### src/rtl/reg_write_arbiter.sv
// Two-source writeback arbiter for the register file write port.
// Each source has a one-entry slot; grants go oldest-first and pending flags track buffered/in-flight writes.
module reg_write_arbiter #(
  parameter int REGISTER_INDEX_SIZE = 5,
  parameter int DATA_SIZE           = 32,
  parameter int TOTAL_REGISTER_NUM  = 32
) (
  input  logic                           clk,
  input  logic                           rst_n,
  input  logic                           a_valid,
  output logic                           a_ready,
  input  logic [REGISTER_INDEX_SIZE-1:0] a_reg,
  input  logic [DATA_SIZE-1:0]           a_data,
  input  logic                           b_valid,
  output logic                           b_ready,
  input  logic [REGISTER_INDEX_SIZE-1:0] b_reg,
  input  logic [DATA_SIZE-1:0]           b_data,
  output logic [REGISTER_INDEX_SIZE-1:0] w_reg,
  output logic [DATA_SIZE-1:0]           w_data,
  output logic                           w_enable,
  output logic [TOTAL_REGISTER_NUM-1:0]  pending
);

  logic                           full_a;
  logic                           full_b;
  logic                           a_older;
  logic [REGISTER_INDEX_SIZE-1:0] slot_a_reg;
  logic [REGISTER_INDEX_SIZE-1:0] slot_b_reg;
  logic [DATA_SIZE-1:0]           slot_a_data;
  logic [DATA_SIZE-1:0]           slot_b_data;

  logic grant_a;
  logic grant_b;
  logic load_a;
  logic load_b;

  // Grant and ready are derived from registered state only, never from valid.
  assign grant_a = full_a & (~full_b | a_older);
  assign grant_b = full_b & (~full_a | ~a_older);

  assign a_ready = rst_n & (~full_a | grant_a);
  assign b_ready = rst_n & (~full_b | grant_b);

  // Writes to $zero complete the handshake but never occupy a slot.
  assign load_a = a_valid & a_ready & (a_reg != '0);
  assign load_b = b_valid & b_ready & (b_reg != '0);

  // Control and issue stage
  always_ff @(posedge clk or negedge rst_n) begin
    if (!rst_n) begin
      full_a   <= 1'b0;
      full_b   <= 1'b0;
      a_older  <= 1'b0;
      w_enable <= 1'b0;
      w_reg    <= '0;
      w_data   <= '0;
    end else begin
      if (load_a)       full_a <= 1'b1;
      else if (grant_a) full_a <= 1'b0;

      if (load_b)       full_b <= 1'b1;
      else if (grant_b) full_b <= 1'b0;

      // Age is judged against what remains in the other slot after this edge's grant.
      if (load_a && load_b)
        a_older <= 1'b1;
      else if (load_a && full_b && !grant_b)
        a_older <= 1'b0;
      else if (load_b && full_a && !grant_a)
        a_older <= 1'b1;

      if (grant_a) begin
        w_reg    <= slot_a_reg;
        w_data   <= slot_a_data;
        w_enable <= 1'b1;
      end else if (grant_b) begin
        w_reg    <= slot_b_reg;
        w_data   <= slot_b_data;
        w_enable <= 1'b1;
      end else begin
        w_enable <= 1'b0;
      end
    end
  end

  // Slot payload stage
  always_ff @(posedge clk) begin
    if (load_a) begin
      slot_a_reg  <= a_reg;
      slot_a_data <= a_data;
    end
    if (load_b) begin
      slot_b_reg  <= b_reg;
      slot_b_data <= b_data;
    end
  end

  always_comb begin
    pending = '0;
    for (int r = 1; r < TOTAL_REGISTER_NUM; r++) begin
      pending[r] = (full_a   && (slot_a_reg == REGISTER_INDEX_SIZE'(r))) ||
                   (full_b   && (slot_b_reg == REGISTER_INDEX_SIZE'(r))) ||
                   (w_enable && (w_reg      == REGISTER_INDEX_SIZE'(r)));
    end
  end

endmodule

### config.mk
export PLATFORM = sky130hd
export DESIGN_NAME = reg_write_arbiter
export DESIGN_NICKNAME = d
export VERILOG_FILES = /design/src/rtl/reg_write_arbiter.sv
export SDC_FILE = /design/constraint.sdc
export NUM_CORES = 1
export LEC_CHECK = 0
export CORE_MARGIN = 5
export CORE_UTILIZATION = 42
export DETAILED_ROUTE_END_ITERATION = 12
export PLACE_DENSITY = 0.76
export SYNTH_ARGS = -nofsm -noshare
export SYNTH_HDL_FRONTEND = slang
export SYNTH_SLANG_ARGS = --single-unit
### constraint.sdc
create_clock -name clk -period 1.93 [get_ports clk]
set_clock_uncertainty 0.2 [all_clocks]
set_input_delay 0.386 -clock clk [delete_from_list [all_inputs] [get_ports clk]]
set_output_delay 0.386 -clock clk [all_outputs]
set_load 0.01 [all_outputs]
==> results of run 1 <==
power by group through the flow:
| stage | sequential [mW] | combinational (mW) | clock, mW |
|---|---|---|---|
| after floorplan | 3.11 | 0.472 | 0 |
| after detailed placement | 3.08 | 1.37 | 0 |
| after global routing | 3.09 | 1.79 | 3.38 |
| after global placement | 3.08 | 1.33 | 0 |
| final | 3.07 | 1.70 | 3.23 |
| after CTS | 3.05 | 1.54 | 3.20 |
synthesized netlist by cell type, types with 2 or more instances:
library cell / n
buf_2: 11
clkbuf_1: 6
inv_1: 6
edfxtp_1: 74
a222oi_1: 2
nand2b_1: 7
nand3_1: 2
nor2b_1: 8
and2b_1: 3
dfrtp_1: 41
and2_1: 3
a32oi_1: 7
a22oi_1: 57
nor3_1: 9
buf_4: 5
o21ai_0: 3
nor2_1: 21
nand2_1: 138
how the worst max path moves through the flow:
| stage | cells past startpoint | endpoint | slack, ns | startpoint |
|---|---|---|---|---|
| after global placement | 5 | pending[4] | -0.37 | slot_b_reg[3]$_DFFE_PN_ |
| after global routing | 6 | pending[23] | -0.45 | w_reg[3]$_DFFE_PN0P_ |
| after detailed placement | 5 | pending[7] | -0.40 | slot_b_reg[3]$_DFFE_PN_ |
| after CTS | 7 | pending[6] | -0.36 | slot_a_reg[1]$_DFFE_PP_ |
| after floorplan | 4 | slot_a_data[0]$_DFFE_PP_ | -0.28 | full_b$_DFFE_PN0P_ |
| final | 6 | pending[1] | -0.36 | slot_b_reg[3]$_DFFE_PN_ |
area by class of cell:
cell class                      count  share of cell area (%)
Inverter                            6                  0.3458
Multi-Input combinational cell    272                   22.50
Sequential cell                   115                   39.09
Tap cell                          143                   2.150
Clock inverter                     13                   1.879
Timing Repair Buffer              244                   28.56
Clock buffer                       19                   5.442
Antenna cell                        1                 0.03007
kinds of logic after synthesis:
logic type,Yosys count,synth area share (%)
buffers and inverters,28,2.871
and+or+nand+nor,194,17.02
DFF,115,67.76
other,1,0.07823
AOI/OAI and AO/OA,76,12.27
critical path: stages, from the launching register on:
cell and delay, ns:
edfxtp_1 0.52, buf_6 0.19, nor3_4 0.19, buf_6 0.14, a22oi_2 0.05, nand2_1 0.09, buf_2 0.13
metrics by stage:
step	instance area, µm²	cells	hold WS, ns	setup TNS [ns]	power, mW
global route	8323	813	0.1130	-18.66	8.259
floorplan	4805	414	-0.1096	-10.38	3.582
detailed placement	6768	734	-0.008356	-29.81	4.445
global placement	6768	734	-0.004654	-29.21	4.414
CTS	7865	795	0.09306	-9.744	7.789
finish	8323	813	0.1193	-13.11	7.993
per-layer routing:
layer,GRT usage [%],vias up
met5,0,-
met1,29.85,2195
met2,41.41,290
met4,10.70,0
li1,-,1977
met3,6.684,47
repair_timing:
item | in CTS | in global routing
buffers inserted | 36 | 20
setup endpoints to repair | 85 | 134
hold buffers | 1 | 0
pin swaps | 47 | 30
resized for setup | 257 | 63
gates cloned | 3 | 4
hold endpoints to repair | 41 | 0
==> results.sh, run 1 <==
export IMPL_drc=0
export IMPL_p_int_mw=5.848
export IMPL_grt_pass1_vias=4577
export IMPL_fin_crit_sh_pct=118.8
export IMPL_rrSetupSlack_ns=-0.11
export IMPL_p_leak_nw=3.701
export IMPL_ant_nets=0
export IMPL_final_cell_mix="nand2_1 (130), clkdlybuf4s50_1 (80), edfxtp_1 (74), buf_4 (58), a22oi_1 (39)"
export IMPL_period_minus_slack_ns=2.293
export IMPL_grt_overflow_total=0
export IMPL_routed_wl_mm=17.69
export IMPL_ioPinCount=150
export IMPL_finalHoldViolCount=0
export IMPL_setup_violations=80
export IMPL_fmax_mhz=436.1
export IMPL_final_common_cell="nand2_1"
export IMPL_ys_ff_latch=115
export IMPL_yosysWarnings=0
export IMPL_die_area_um2=13650
export IMPL_path_clk_slew_ns=0.06
export IMPL_synth_edf_count=74
export IMPL_drt_wirelength_per_cell_um=21.76
export IMPL_hold_path_depth=1
export IMPL_ff2ff_path_depth=9
export IMPL_clock_power_share_pct=40.4
export IMPL_firstDrtPassIters=5
export IMPL_switching_share_pct=26.84
export IMPL_cts_root_buffer_cell="clkbuf_16"
export IMPL_grt_first_pass_wirelength_mm=24.93
export IMPL_start_util_pct=42.34
export IMPL_fin_ws_ns=-0.3631
export IMPL_multi_input_area_um2=1873
export IMPL_die_w_um=116.8
export IMPL_dp_hpwl_mm=10.18
export IMPL_crit_arrival_ns=1.71
export IMPL_row_count=39
export IMPL_grt_max_degree=41
export IMPL_crit_path_end_kind="output pin"
export IMPL_antenna_found_initial=1
export IMPL_outcome="complete, but fails checks"
export IMPL_hold_path_endpoint="slot_a_reg[0]$_DFFE_PP_"
export IMPL_finish_utilization_pct=73.52
export IMPL_p_per_area_nw_per_um2=960.4
export IMPL_wl_met3_mm=1.538
export IMPL_startpoint_type="register"
export IMPL_seq_area_um2=3253
export IMPL_wl_met2_mm=9.200
export IMPL_topRoutingLayerUsed="met4"
export IMPL_drive_gt1_share_pct=36.47
export IMPL_violations="negative setup slack"
export IMPL_routabilityCongestion=0.9470
export IMPL_chipHeight_um=116.8
export IMPL_max_slew_margin_pct=63.29
export IMPL_clk_latency_ns=0.41
export IMPL_critPathKind="reg2out"
export IMPL_p_switching_mw=2.146
export IMPL_synth_ff_type="edfxtp_1"
export IMPL_hold_path_startpoint="a_reg[0]"
export IMPL_cts_max_level=4
export IMPL_first_iter_violations=519
export IMPL_syn_nets=492
export IMPL_share_seq_of_total_power_pct=38.4
export IMPL_syn_inst=414
export IMPL_largestRegisters="slot_a_data: 32 flops, slot_b_data: 32 flops, w_data: 32 flops"
export IMPL_yosysSeqAreaShare_pct=67.76
export IMPL_r2r_end="slot_b_data[23]$_DFFE_PN_"
export IMPL_ys_types=29
export IMPL_synth_area_leader_cell="edfxtp_1"
export IMPL_met1_length_mm=6.393
export IMPL_path_max_fanout=5
export IMPL_syn_avg_cell_area_um2=11.58
export IMPL_nets=734
export IMPL_combPwrFrac_pct=21.2
export IMPL_synth_area_um2=4793
export IMPL_cts_tree="yes"
export IMPL_dp_slack_ns=-0.4041
export IMPL_vias=4509
export IMPL_cp_data_required_time_ns=1.34
export IMPL_r2r_start="full_a$_DFFE_PN0P_"
export IMPL_tightestPinTransition_ns=0.5506
export IMPL_cts_buffer_depth=2
export IMPL_clkSinkCount=115
export IMPL_grt_use_total_pct=24.61
export IMPL_nFillCells=698
export IMPL_port_buffers=148
export IMPL_yosys_top_cells_area="edfxtp_1 (46%), dfrtp_1 (21%), nand2_1 (11%)"
export IMPL_hold_class="in2reg"
export IMPL_vdd_drop_max_mv=1.041
export IMPL_maxSlewViolCount=0
export IMPL_synth_top_cell_area_share_pct=46.36
export IMPL_maxCapViolCount=0
export IMPL_cts_buffers_inserted=17
export IMPL_via_per_inst=5.546
export IMPL_synthArstFlopShare_pct=35.65
export IMPL_rsz0062_at_grt="yes"
export IMPL_core_um2=11320
export IMPL_syn2layout_area_growth_pct=73.64
Power figures use the tool's default switching activity.
==> run 2, diff against run 1 <==
SKIP_CTS_REPAIR_TIMING = 1   (was not set)
SLEW_MARGIN = 20   (was not set)
==> results.sh, run 2 (synthesis results as in run 1) <==
export IMPL_grt_max_degree=41
export IMPL_first_iter_violations=408
export IMPL_chipHeight_um=116.8
export IMPL_grt_use_total_pct=21.49
export IMPL_die_w_um=116.8
export IMPL_hold_class="in2reg"
export IMPL_largestRegisters="slot_a_data: 32 flops, slot_b_data: 32 flops, w_data: 32 flops"
export IMPL_drt_wirelength_per_cell_um=21.16
export IMPL_switching_share_pct=26.38
export IMPL_nets=708
export IMPL_clkSinkCount=115
export IMPL_rrSetupSlack_ns=0.05
export IMPL_p_switching_mw=2.067
export IMPL_nFillCells=739
export IMPL_r2r_start="full_a$_DFFE_PN0P_"
export IMPL_wl_met2_mm=8.787
export IMPL_drive_gt1_share_pct=31.88
export IMPL_topRoutingLayerUsed="met5"
export IMPL_via_per_inst=5.493
export IMPL_fmax_mhz=431.6
export IMPL_drc=0
export IMPL_dp_hpwl_mm=10.18
export IMPL_rsz0062_at_grt="yes"
export IMPL_fin_crit_sh_pct=120.0
export IMPL_path_max_fanout=5
export IMPL_final_area_um2=8109
export IMPL_tightestPinTransition_ns=0.5854
export IMPL_share_seq_of_total_power_pct=39.4
export IMPL_max_slew_margin_pct=60.88
export IMPL_post_dp_cell_area_um2=6768
export IMPL_start_util_pct=42.34
export IMPL_maxSlewViolCount=0
export IMPL_startpoint_type="register"
export IMPL_met1_length_mm=6.044
export IMPL_syn2layout_area_growth_pct=69.17
export IMPL_fin_ws_ns=-0.3869
export IMPL_routabilityCongestion=0.9470
export IMPL_cts_tree="yes"
export IMPL_cts_root_buffer_cell="clkbuf_16"
export IMPL_p_leak_nw=3.840
export IMPL_hold_path_endpoint="slot_a_reg[3]$_DFFE_PP_"
export IMPL_vias=4323
export IMPL_grt_overflow_total=0
export IMPL_clk_latency_ns=0.40
export IMPL_r2r_end="slot_a_data[15]$_DFFE_PP_"
export IMPL_setup_violations=32
export IMPL_cts_buffers_inserted=17
export IMPL_ant_nets=0
export IMPL_finalPower_mw=7.836
export IMPL_firstDrtPassIters=5
export IMPL_crit_arrival_ns=1.73
export IMPL_grt_pass1_vias=4166
export IMPL_final_common_cell="nand2_1"
export IMPL_finalHoldViolCount=1
export IMPL_routed_wl_mm=16.66
export IMPL_hold_path_depth=1
export IMPL_combPwrFrac_pct=19.8
export IMPL_cp_data_required_time_ns=1.34
export IMPL_port_buffers=148
export IMPL_seq_area_um2=3257
export IMPL_cts_max_level=4
export IMPL_violations="negative hold slack, negative setup slack"
export IMPL_clock_power_share_pct=40.8
export IMPL_die_area_um2=13650
export IMPL_antenna_found_initial=1
export IMPL_hold_path_startpoint="a_reg[3]"
export IMPL_path_clk_slew_ns=0.06
export IMPL_vdd_drop_max_mv=0.9903
export IMPL_cts_buffer_depth=2
export IMPL_multi_input_area_um2=1834
export IMPL_hold_ws_ns=-0.001530
export IMPL_wl_met3_mm=1.507
export IMPL_outcome="complete, but fails checks"
export IMPL_critPathKind="reg2out"
export IMPL_grt_first_pass_wirelength_mm=22.13
export IMPL_p_int_mw=5.769
export IMPL_period_minus_slack_ns=2.317
export IMPL_final_cell_mix="nand2_1 (130), clkdlybuf4s50_1 (79), edfxtp_1 (74), a22oi_1 (44), dlymetal6s2s_1 (44)"
export IMPL_ioPinCount=150
export IMPL_ff2ff_path_depth=7
export IMPL_crit_path_end_kind="output pin"
export IMPL_core_um2=11320
export IMPL_maxCapViolCount=0
export IMPL_row_count=39
export IMPL_p_per_area_nw_per_um2=966.3
## run 2: cell types whose count changed in the layout (fill, tap and decap cells not counted), sizes merged
cell           previous run  this run
dlygate4sd3               1         2
clkdlybuf4s50            80        79
dlygate4sd2              14         0
clkinv                    7         8
inv                       7         6
dlymetal6s2s             17        44
clkbuf                   22        28
buf                     127        84
clkdlybuf4s15             2         0
## run 2: power groups by stage
| stage | sequential, mW | combinational, mW | clock (mW) |
|---|---|---|---|
| after floorplan | 3.11 | 0.472 | 0 |
| after global placement | 3.08 | 1.33 | 0 |
| after detailed placement | 3.08 | 1.37 | 0 |
| after CTS | 3.05 | 1.38 | 3.20 |
| after global routing | 3.10 | 1.65 | 3.34 |
| final | 3.09 | 1.55 | 3.20 |
## run 2: how the worst max path moves through the flow
stage	start	end	slack [ns]	cells past startpoint
2_1_floorplan	full_b$_DFFE_PN0P_	slot_a_data[0]$_DFFE_PP_	-0.28	4
3_3_place_gp	slot_b_reg[3]$_DFFE_PN_	pending[4]	-0.37	5
3_5_place_dp	slot_b_reg[3]$_DFFE_PN_	pending[7]	-0.40	5
4_1_cts	slot_b_reg[3]$_DFFE_PN_	pending[7]	-0.83	5
5_1_grt	slot_b_reg[2]$_DFFE_PN_	pending[15]	-0.44	5
6_report	w_enable$_DFF_PN0_	pending[1]	-0.39	5
## run 2: final cells by class
class                           count  area share (%)
Clock inverter                     13           1.929
Multi-Input combinational cell    272           22.62
Timing Repair Buffer              218           27.08
Inverter                            6          0.3857
Clock buffer                       19           5.586
Tap cell                          143           2.206
Sequential cell                   115           40.16
Antenna cell                        1         0.03086
## run 2: worst max-delay path, stage by stage (launching register included)
cell and delay [ns]:
dfrtp_2 0.46, nand2b_4 0.12, and2b_2 0.26, a22oi_1 0.22, nand2_1 0.10, dlymetal6s2s_1 0.18
## run 2: per-layer routing
metal / track usage [%] / vias to the layer above
met3: 6.581 / 40
met2: 35.84 / 279
met4: 6.651 / 2
li1: - / 1923
met1: 27.04 / 2079
met5: 0 / -
## run 2: metrics by stage
step / hold slack, ns / setup TNS, ns / cells / setup slack [ns] / utilization [%]
after floorplan: -0.1096 / -10.38 / 414 / -0.2786 / -
after CTS: -0.4315 / -24.96 / 766 / -0.8320 / 65.16
final: -0.001530 / -9.440 / 787 / -0.3869 / 71.63
after global placement: -0.004654 / -29.21 / 734 / -0.3661 / 59.78
after global routing: 0.005952 / -12.03 / 786 / -0.4430 / 71.61
after detailed placement: -0.008356 / -29.81 / 734 / -0.4041 / 59.78
==> edit 1 (settings of run 1) <==
Make the reset (`rst_n`) synchronous in one clocked block.
--- a/src/rtl/reg_write_arbiter.sv
+++ b/src/rtl/reg_write_arbiter.sv
@@ -46,7 +46,7 @@
   assign load_b = b_valid & b_ready & (b_reg != '0);
 
   // Control and issue stage
-  always_ff @(posedge clk or negedge rst_n) begin
+  always_ff @(posedge clk) begin
     if (!rst_n) begin
       full_a   <= 1'b0;
       full_b   <= 1'b0;
Formal check against the unedited RTL: differs if rst_n is asserted again (counterexample within 4 cycles, from zero or initial values and one cycle with rst_n low); with rst_n held inactive, the same outputs for 4 cycles.
==> edit 1 against run 1 <==
  * The flow still finishes with violations (negative setup slack)
  * Global-route usage shrank 2.0 points
  * Highest routed layer unchanged
  * Design area decreased by 1.9%
  * Routed wire length down 12%
  * First-iteration DRC count fell by 38%
  * Critical path depth unchanged
  * Power fell by 16%
  * Worst hold slack barely moved
  * Worst setup slack lost 0.090 ns
  * Sequential cell count unchanged
  * Critical endpoint is now pending[8]
  * Area after synthesis rose by 0.76%
  * Largest power group unchanged
==> edit 1: results (changes against run 1) <==
outcome: "finished with violations"
failed_checks: "negative setup slack"
multi_input_area_sq_um: 2060  # +10%
crit_path_top_delay_cell: "edfxtp_1"
p_leak_nw: 3.68  # -0.49%
yosys_warnings: 0  # unchanged
setup-tns-final_ns: -9.51  # +3.60 ns
worst_path_dominant_cell_family: "flip-flops"
ys_seq_area_share_pct: 63.0  # -4.8 points
synthTopCellsByArea: "edfxtp_1, dfxtp_1, mux2i_1"
wl_um: 15500  # -12%
nFillCells: 771  # +10%
holdWs_ns: 0.120  # +0.000263 ns
reg2reg_setup_slack_ns: 0.06  # +0.17 ns
async_flop_share_pct: 0  # -36 points
nNetsFinal: 749  # +2.0%
synth.avg_cell_area_sq_um: 11.3  # -2.5%
antenna_found_initial: 0  # -1
root_buffer: "clkbuf_16"
yosys.cell_types.count: 32  # +10%
stdcell_count: 827  # +1.7%
rr_startpoint: "full_b"
dp_hpwl_um: 9920  # -2.6%
dpl-instance-area_sq_um: 6940  # +2.6%
first_iter_violations: 322  # -38%
cts_buffer_depth: 2  # unchanged
routabilityCongestion: 0.894  # -5.6%
finalSetupViolCount: 31  # -61%
cp_slowest_stage_delay_ns: 0.50  # -0.02 ns
cp-startpoint: "slot_b_reg[1]"
synth_top_cell_area_share_pct: 46.0  # -0.35 points
grt_pass1_wl_um: 23400  # -6.2%
dp_cells: 763  # +4.0%
via_per_inst: 5.34  # -3.7%
worst_hold_startpoint: "b_reg[2]"
hold-path-endpoint: "slot_b_reg[2]"
drive_gt1_share_pct: 36.0  # -0.51 points
antenna_cells: 0  # -1
timing.rr.end: "slot_b_reg[0]"
yosys-top-cells-count: "nand2_1, edfxtp_1, dfxtp_1"
grt_pass1_vias: 4574  # -0.066%
setup_ws_ns: -0.454  # -0.0904 ns
syn_nets: 506  # +2.8%
tightest_slew_ns: 0.650  # +0.0996 ns
arrival_ns: 1.80  # +0.09 ns
vdd_ir_drop_max_v: 0.000823  # -21%
cts_buffers: 17  # unchanged
hold_class: "in -> reg"
grt_usage_pct: 22.6  # -2.0 points
cp-endpoint: "pending[8]"
worstRegToRegCells: 5  # -4
grt_max_degree: 29  # -29%
## edit 1: changes by cell type after synthesis, sizes merged, moves of 6 or more
cell	before	now
nor2	22	15
dfxtp	0	41
dfrtp	41	0
and3	1	7
a22oi	57	21
nand3	2	33
o21ai	3	43
nor2b	8	14
nand2	138	90
a32oi	7	0
mux2i	0	37
## edit 1: layer usage
metal  up-vias  track usage (%)  share of wire, %
met1      2120             25.8                38
met4         0             8.26               1.5
met2       235             39.7                53
met3        27             6.99               7.8
li1       2035                -                 -
met5         -                0                 0
## edit 1: power by group
group / internal, mW / switching [mW]
sequential: 2.78 / 0.0882
combinational: 0.503 / 0.413
clock: 1.97 / 0.995
total: 5.25 / 1.50
## edit 1: kinds of logic (layout without fill, tap and decap cells)
kind of cell / Yosys count / count (layout) / share of synthesized area (%)
other cells: 1 / 1 / 0.0776
compound gates: 69 / 69 / 9.02
simple gates: 176 / 178 / 17.0
buf+inv: 30 / 284 / 3.26
mux: 37 / 37 / 7.67
flops: 115 / 115 / 63.0
## edit 1: repair_timing
| item | CTS | global route |
|---|---|---|
| buffers inserted | 32 | 8 |
| pin swaps | 51 | 18 |
| setup endpoints to repair | 116 | 66 |
| hold buffers | 0 | 0 |
| hold endpoints to repair | 0 | 0 |
| gates resized for setup | 265 | 29 |
| gates cloned | 2 | 0 |
## edit 1: area by class of cell
class,count,share of cell area [%]
repair buffers,246,27.7
inverters,6,0.276
multi-input cells,285,25.3
well taps,143,2.19
clock buffers,28,6.45
clock inverters,4,0.583
flip-flops and latches,115,37.5
## edit 1: stage by stage
stage | power [mW] | setup WS [ns]
floorplan | 3.18 | 0.0256
global placement | 3.67 | -0.642
detailed placement | 3.70 | -0.678
CTS | 6.76 | -0.331
global route | 6.99 | -0.511
finish | 6.75 | -0.454
==> edit 2 (config.mk and constraints of run 1) <==
Without the edit above. `TOTAL_REGISTER_NUM`: 32 -> 64.
--- a/src/rtl/reg_write_arbiter.sv
+++ b/src/rtl/reg_write_arbiter.sv
@@ -3,7 +3,7 @@
 module reg_write_arbiter #(
   parameter int REGISTER_INDEX_SIZE = 5,
   parameter int DATA_SIZE           = 32,
-  parameter int TOTAL_REGISTER_NUM  = 32
+  parameter int TOTAL_REGISTER_NUM  = 64
 ) (
   input  logic                           clk,
   input  logic                           rst_n,
Interface: changed (resized pending); port bits go from 150 to 182. No check against the original RTL was run, so the function may have changed too.
==> edit 2 against run 1 <==
  * The flow still finishes with violations (negative setup slack)
  * Power rose by 4.5%
  * Routed wire length increased by 1.6%
  * Design area is 8.3% higher
  * Sequential cell count stayed put
  * Worst setup slack worse by 0.096 ns
  * Count of clock-buffer cells in the layout is 1 lower
  * Non-clock buffer count rose by 61
  * Fmax down 4.0%
  * Worst hold slack got worse by 0.077 ns
  * Final cell count increased by 8.1%
  * Area after synthesis grew 6.1%
  * Register-to-register slack improved by 0.17 ns
  * Via count increased by 5.1%
  * Highest routed layer is now met5
==> edit 2: results (changes against run 1) <==
nNetsFinal: 797  # +8.6%
async_flop_share_pct: 35.7  # unchanged
grt_usage_pct: 23.8  # -0.81 points
swShare_pct: 26.6  # -0.22 points
cts_buffer_depth: 2  # unchanged
via_per_inst: 5.39  # -2.8%
ys_seq_area_share_pct: 63.9  # -3.9 points
yosys-top-cells-count: "nand2_1, edfxtp_1, a22oi_1"
nFillCells: 727  # +4.2%
drive_gt1_share_pct: 46.4  # +10 points
yosys.cell_types.count: 32  # +10%
setup_ws_ns: -0.459  # -0.0955 ns
arrival_ns: 1.80  # +0.09 ns
outcome: "finished with violations"
p_leak_nw: 4.09  # +10%
worstPathMaxFanout: 4  # -1
grt_pass1_wl_um: 26600  # +6.5%
root_buffer: "clkbuf_16"
hold_class: "in -> async"
synth.most_common_cell: "nand2_1"
finalSetupViolCount: 63  # -21%
antenna_cells: 0  # -1
firstDrtPassIters: 7  # +2
syn_nets: 526  # +6.9%
synthTopCellsByArea: "edfxtp_1, dfrtp_1, nand2_1"
dp_hpwl_um: 11100  # +9.0%
failed_checks: "negative setup slack"
h-tree-depth: 4  # unchanged
first_iter_violations: 465  # -10%
routabilityCongestion: 0.868  # -8.4%
relSlewSlack_pct: 54.4  # -8.9 points
io_buffers: 180  # +22%
setup-tns-final_ns: -22.54  # -9.43 ns
grt_max_degree: 37  # -9.8%
wl_per_cell_um: 20.4  # -6.0%
grt_pass1_vias: 5062  # +11%
antenna_found_initial: 1  # unchanged
vdd_ir_drop_max_v: 0.000759  # -27%
[edit 2: cell types whose count changed after synthesis, sizes merged, moves of 3 or more]
cell / delta
buf: +27
nand2: -4
and3: +3
nand3: +7
and2b: -3
nor2b: +4
nor2: -6
nor3: -3
clkbuf: +5
[edit 2: area by class of cell]
type                            instances  share of cell area, %
Multi-Input combinational cell        274                   23.4
Timing Repair Buffer                  305                   31.4
Inverter                                6                  0.278
Clock buffer                           18                   4.76
Sequential cell                       115                   36.1
Clock inverter                         14                   2.07
Tap cell                              147                   2.04
[edit 2: power by group through the flow]
stage | clock [mW] | sequential [mW] | combinational (mW)
floorplan | 0 | 3.14 | 0.595
global placement | 0 | 3.11 | 1.60
detailed placement | 0 | 3.11 | 1.64
CTS | 3.27 | 3.09 | 1.86
global route | 3.39 | 3.13 | 2.16
finish | 3.22 | 3.10 | 2.04
[edit 2: routing by layer]
metal | global-route usage (%) | part of all wire, % | routed length (um) | vias to the layer above
met2 | 42.0 | 52 | 9300 | 281
met4 | 9.38 | 2.1 | 378 | 2
li1 | - | - | - | 2115
met3 | 7.78 | 9.7 | 1740 | 36
met5 | 0 | 0.11 | 20 | -
met1 | 26.5 | 36 | 6540 | 2306
[edit 2: path summary, 6_finish.rpt]
kind | cells past startpoint | slack [ns] | endpoint | startpoint
max | 6 | -0.46 | pending[44] | w_enable
min | 3 | 0.04 | w_reg[4] | rst_n
max reg2reg | 6 | 0.06 | slot_a_data[28] | full_b
min reg2reg | 2 | 0.24 | w_data[10] | slot_b_data[10]
max in group asynchronous | 4 | 0.70 | full_a | rst_n
min in group clk | 1 | 0.12 | slot_a_reg[2] | a_reg[2]
[edit 2: logic make-up (layout without fill, tap and decap cells)]
logic type	Yosys count	in the layout	synth area share, %
AND/OR/NAND/NOR	194	194	16.5
flip-flops	115	115	63.9
AO/OA/AOI/OAI	78	79	12.4
buffers and inverters	60	343	7.16
other	1	1	0.0737
[edit 2: worst max-delay path, cell delays in order (launching register included)]
cell      delay [ns]
dfrtp_2         0.41
buf_6           0.13
nand2b_4        0.12
nor2_4          0.07
a222oi_1        0.43
inv_1           0.09
buf_2           0.16
[edit 2: through the flow]
stage          cells  cell area [sq um]  setup WS (ns)
6_report         879               9020         -0.459
5_1_grt          879               9020         -0.532
4_1_cts          862               8560         -0.369
3_5_place_dp     797               7370         -0.472
3_3_place_gp     797               7370         -0.442
2_1_floorplan    448               5130         -0.309
[edit 2: timing repair]
| action | in CTS | in global routing |
|---|---|---|
| buffers inserted | 35 | 20 |
| gates resized for setup | 430 | 87 |
| pin swaps | 60 | 45 |
| endpoints found under the hold margin | 5 | 5 |
| gates cloned | 3 | 0 |
| endpoints found under the setup margin | 151 | 151 |
| hold buffers | 1 | 1 |
